`config.mk`:
```
export PLATFORM = sky130hd
export DESIGN_NAME = seq_divider
export DESIGN_NICKNAME = d
export VERILOG_FILES = /design/src/rtl/seq_divider.sv
export SDC_FILE = /design/constraint.sdc
export NUM_CORES = 1
export LEC_CHECK = 0
export ABC_AREA = 1
export BUFFER_PORTS_ARGS = -buffer_cell sky130_fd_sc_hd__buf_2
export CORE_MARGIN = 5
export CORE_UTILIZATION = 50
export CTS_CLUSTER_DIAMETER = 150
export DETAILED_ROUTE_END_ITERATION = 16
export PLACE_DENSITY = 0.75
export RECOVER_POWER = 25
export SYNTH_ARGS = -nofsm -noshare
export SYNTH_HDL_FRONTEND = slang
export SYNTH_SLANG_ARGS = --single-unit
```
`constraint.sdc`:
```
create_clock -name clk -period 3.1 [get_ports clk]
set_input_delay 0.62 -clock clk [delete_from_list [all_inputs] [get_ports clk]]
set_output_delay 0.62 -clock clk [all_outputs]
set_load 0.02 [all_outputs]
```
`src/rtl/seq_divider.sv`:
```
// seq_divider: multi-cycle unsigned divider using repeated subtraction.
//
// After start is sampled in IDLE, the dividend and then the divisor arrive
// on data_in on consecutive cycles. The quotient counts how many times the
// divisor can be subtracted from the running remainder.
//
// Ports:
//   clk          system clock, rising edge
//   rst_n        synchronous active-low reset
//   start        level request to begin, sampled in IDLE
//   data_in      shared operand bus: dividend (LDA edge), divisor (LDB edge)
//   quotient     registered quotient, valid while done=1
//   remainder    registered remainder, valid while done=1
//   busy         high in LDA, LDB, SUB
//   done         high in DONE
//   div_by_zero  set when a zero divisor is loaded, cleared on the next LDA
//
// state | meaning
// ------+--------------------------------------------------------------
// IDLE  | waiting for start
// LDA   | capture dividend into remainder register, clear quotient
// LDB   | capture divisor; zero divisor goes straight to DONE
// SUB   | subtract divisor from remainder while remainder >= divisor
// DONE  | results held; leave when start drops
module seq_divider #(
  parameter int WIDTH = 16
) (
  input  logic             clk,
  input  logic             rst_n,
  input  logic             start,
  input  logic [WIDTH-1:0] data_in,
  output logic [WIDTH-1:0] quotient,
  output logic [WIDTH-1:0] remainder,
  output logic             busy,
  output logic             done,
  output logic             div_by_zero
);

  typedef enum logic [2:0] {
    IDLE = 3'd0,
    LDA  = 3'd1,
    LDB  = 3'd2,
    SUB  = 3'd3,
    DONE = 3'd4
  } state_t;

  localparam logic [WIDTH-1:0] ONE = WIDTH'(1);

  state_t           state;
  state_t           state_nxt;
  logic [WIDTH-1:0] b_reg;
  logic             r_ge_b;

  assign r_ge_b = (remainder >= b_reg);

  always_ff @(posedge clk) begin
    if (!rst_n) begin
      state <= IDLE;
    end else begin
      state <= state_nxt;
    end
  end

  always_comb begin
    state_nxt = state;
    case (state)
      IDLE:    state_nxt = start ? LDA : IDLE;
      LDA:     state_nxt = LDB;
      LDB:     state_nxt = (data_in == '0) ? DONE : SUB;
      SUB:     state_nxt = r_ge_b ? SUB : DONE;
      DONE:    state_nxt = start ? DONE : IDLE;
      default: state_nxt = IDLE;
    endcase
  end

  always_comb begin
    busy = 1'b0;
    done = 1'b0;
    case (state)
      LDA, LDB, SUB: busy = 1'b1;
      DONE:          done = 1'b1;
      default:       ;
    endcase
  end

  // Datapath. The remainder register doubles as the dividend holder; the
  // quotient cannot wrap because it never exceeds the dividend.
  always_ff @(posedge clk) begin
    if (!rst_n) begin
      quotient    <= '0;
      remainder   <= '0;
      b_reg       <= '0;
      div_by_zero <= 1'b0;
    end else begin
      case (state)
        LDA: begin
          remainder   <= data_in;
          quotient    <= '0;
          div_by_zero <= 1'b0;
        end
        LDB: begin
          b_reg <= data_in;
          if (data_in == '0) begin
            // Saturated quotient marks the result as meaningless.
            div_by_zero <= 1'b1;
            quotient    <= '1;
          end
        end
        SUB: begin
          if (r_ge_b) begin
            remainder <= remainder - b_reg;
            quotient  <= quotient + ONE;
          end
        end
        default: ;
      endcase
    end
  end

endmodule

```
==> flow_summary_export.csv <==
group,metric,value,unit
outcome,status,"finished clean",
routing,viasPerCell,5.19,
timing,period_share,76.7,%
global_routing,first_global_vias,3620,
logic_synthesis,synth_top_area_share,27.1,%
clocking,cts_tree,"built",
logic_synthesis,synth_top_family_by_area,"simple AND/OR/NAND/NOR gates",
timing,whs,466,ps
logic_synthesis,synth.most_common_cell,"nand2_1",
routing,wirelength,10.1,mm
routing,wl_met1,4.79,mm
clocking,cts_hold_buf,0,
clocking,cts_resized,0,
logic_synthesis,async_flop_share,0,%
routing,num_vias,3987,
die,dieWidth,97.6,um
timing,hold_violations,0,
routing,drtAntennaViolNets,0,
logic_synthesis,synthesis.area,3840,um^2
die,core,7610,um^2
routing,wl_per_cell,13.1,um
routing,drc,0,
logic_synthesis,synth_top_area_cell,"dfxtp_1",
layout,antenna_cells,0,
critical_path,critPathKind,"reg -> reg",
logic_synthesis,synth_area_leaders,"dfxtp_1 27%, nand2_1 18%, inv_1 7.5%, nand3_1 7.4%, nor2_1 7.1%",
layout,finalNetCount,702,
placed_design,io_buffers,53,
routing,wl_met3,545,um
critical_path,worstPathMaxFanout,17,
global_routing,grt_usage,20.7,%
global_routing,overflow,0,
die,dieArea,9530,um^2
routing,drt_pass1_iterations,5,
routing,wl_met2,4.65,mm
pwr,power_density,1180,nW/um^2
logic_synthesis,synth.net_count,660,
clocking,worst_skew_pair.late_latency,310,ps
timing,fmax,421,MHz
logic_synthesis,syn_inst,623,
timing,tightest_slew,751,ps
placed_design,dp.cells,760,
logic_synthesis,synth.area.mux_share,0,%
logic_synthesis,ys.flop_type,"dfxtp_1",
logic_synthesis,synth_fa_ha_area_share,6.06,%
layout,layoutNonFillerInstCount,768,
logic_synthesis,synth_warnings,0,
logic_synthesis,ys_seq_elements,52,
logic_synthesis,synth_cell_types,37,
logic_synthesis,synth_common_cells,"189 x nand2_1, 77 x inv_1, 73 x nor2_1",
clocking,clockBufferDepth,2,
pwr,p_total,4.94,mW
die,fp.dieH,97.6,um
timing,tns,0,ps
layout,drive_gt1_share,10.8,%
layout,area_growth,9.00,%
logic_synthesis,synth_xor_xnor_area_share,1.14,%
die,ios,54,
flow_run,cap_violations,0,
critical_path,rrSetupSlack,720,ps
logic_synthesis,synth_compound_area_share,11.1,%
logic_synthesis,synth_edf_count,0,
clocking,cts_inserted_buffers,5,
clocking,cts_setup_buffers,0,
clocking,cts_num_sinks,52,
global_routing,grt_pass1_wl,16.8,mm
critical_path,arrival,2580,ps
pwr,ir_drop,0.000463,V
layout,final_area,4180,um^2
logic_synthesis,synthSimpleGateAreaFrac,43.1,%
timing,drv_slew,0,
pwr,leakagePower,2.04,nW
placed_design,gp_congestion,0.896,
die,row_count,32,
logic_synthesis,seq_area_frac_synth,27.1,%
timing,relSlewSlack,49.8,%
global_routing,antenna_found_initial,0,
clocking,htreeDepth,2,
timing,finalSetupViolations,0,
placed_design,hpwl,7.30,mm
routing,drtIter0Drc,258,
critical_path,start_kind,"flop",
timing,rsz0062_at_grt,"no",
routing,routed.top_layer,"met4",
critical_path,critPathRequiredTime,3300,ps
clocking,cts-root-buf,"clkbuf_8",
die,start_util,50.4,%
placed_design,place_area,4120,um^2
clocking,clk_pin_slew,100,ps
critical_path,end_kind,"flop",
global_routing,grt_max_degree,39,
logic_synthesis,syn_area_per_cell,6.16,um^2
timing,final.min_clock_period,2380,ps
worst_hold_path,hp-class,"reg -> reg",
timing,skew,7.43,ps
-- per-layer routing --
layer,global-route usage (%),vias to the layer above
li1,-,2050
met1,28.8,1813
met2,33.5,116
met3,3.16,8
met4,5.11,0
met5,0,-
-- metrics by stage --
stage / util [%] / setup slack [ps]
after floorplan: - / 956
after CTS: 55.3 / 760
after detailed placement: 54.1 / 774
final: 55.0 / 724
after global routing: 55.0 / 505
after global placement: 54.1 / 842
-- kinds of logic (layout without fill, tap and decap cells) --
| group | Yosys count | count (layout) |
|---|---|---|
| buffers and inverters | 103 | 146 |
| adders and majority gates | 18 | 18 |
| and+or+nand+nor | 368 | 368 |
| xor gates and xnor gates | 5 | 5 |
| AOI/OAI and AO/OA | 77 | 77 |
| DFF | 52 | 52 |
-- worst max-delay path, stage by stage (launching register included) --
cell and delay (ps):
dfxtp_1 340, inv_1 60, ha_1 220, fa_1 370, inv_1 100, nand2_1 80
nand2_1 70, nand3b_1 110, nand3_1 100, nand2_2 80, nand3_4 200, nand3_4 300
nor2_1 190, nor2_1 60
-- layout by cell type (no fill, tap or decap), drive strengths merged --
cell type	netlist	final
o21ai	27	27
dfxtp	52	52
nor3	7	7
a21boi	1	1
clkinv	1	1
ha	17	17
fa	1	1
o22ai	1	1
o21bai	1	1
xor2	3	3
buf	11	38
and2	1	1
nor2	83	83
inv	82	82
a21oi	44	44
a31oi	2	2
nand4	6	6
xnor2	2	2
nand2	194	194
o31ai	1	1
nand3b	16	16
or2	2	2
nand3	59	59
clkbuf	9	25
-- where the power goes --
group	internal [mW]	leakage, nW	switching, mW
clock	0.183	0.0455	0.225
sequential	0.885	0.425	0.186
combinational	1.15	1.57	2.31
-- worst paths after layout --
| kind | startpoint | to | depth (start not counted) |
|---|---|---|---|
| setup reg to reg | remainder[0] | remainder[13] | 13 |
| setup / recovery | remainder[0] | remainder[13] | 13 |
| hold / removal | b_reg[9] | b_reg[9] | 2 |
| hold reg to reg | b_reg[9] | b_reg[9] | 2 |
-- area by class of cell --
cell class	count	area (um^2)
Multi-Input combinational cell	468	2350
Tap cell	102	128
Fill cell	826	3420
Inverter	83	312
Clock buffer	8	90.1
Sequential cell	52	1040
Timing Repair Buffer	55	259
Note: power is estimated with default switching activity, not from simulation.
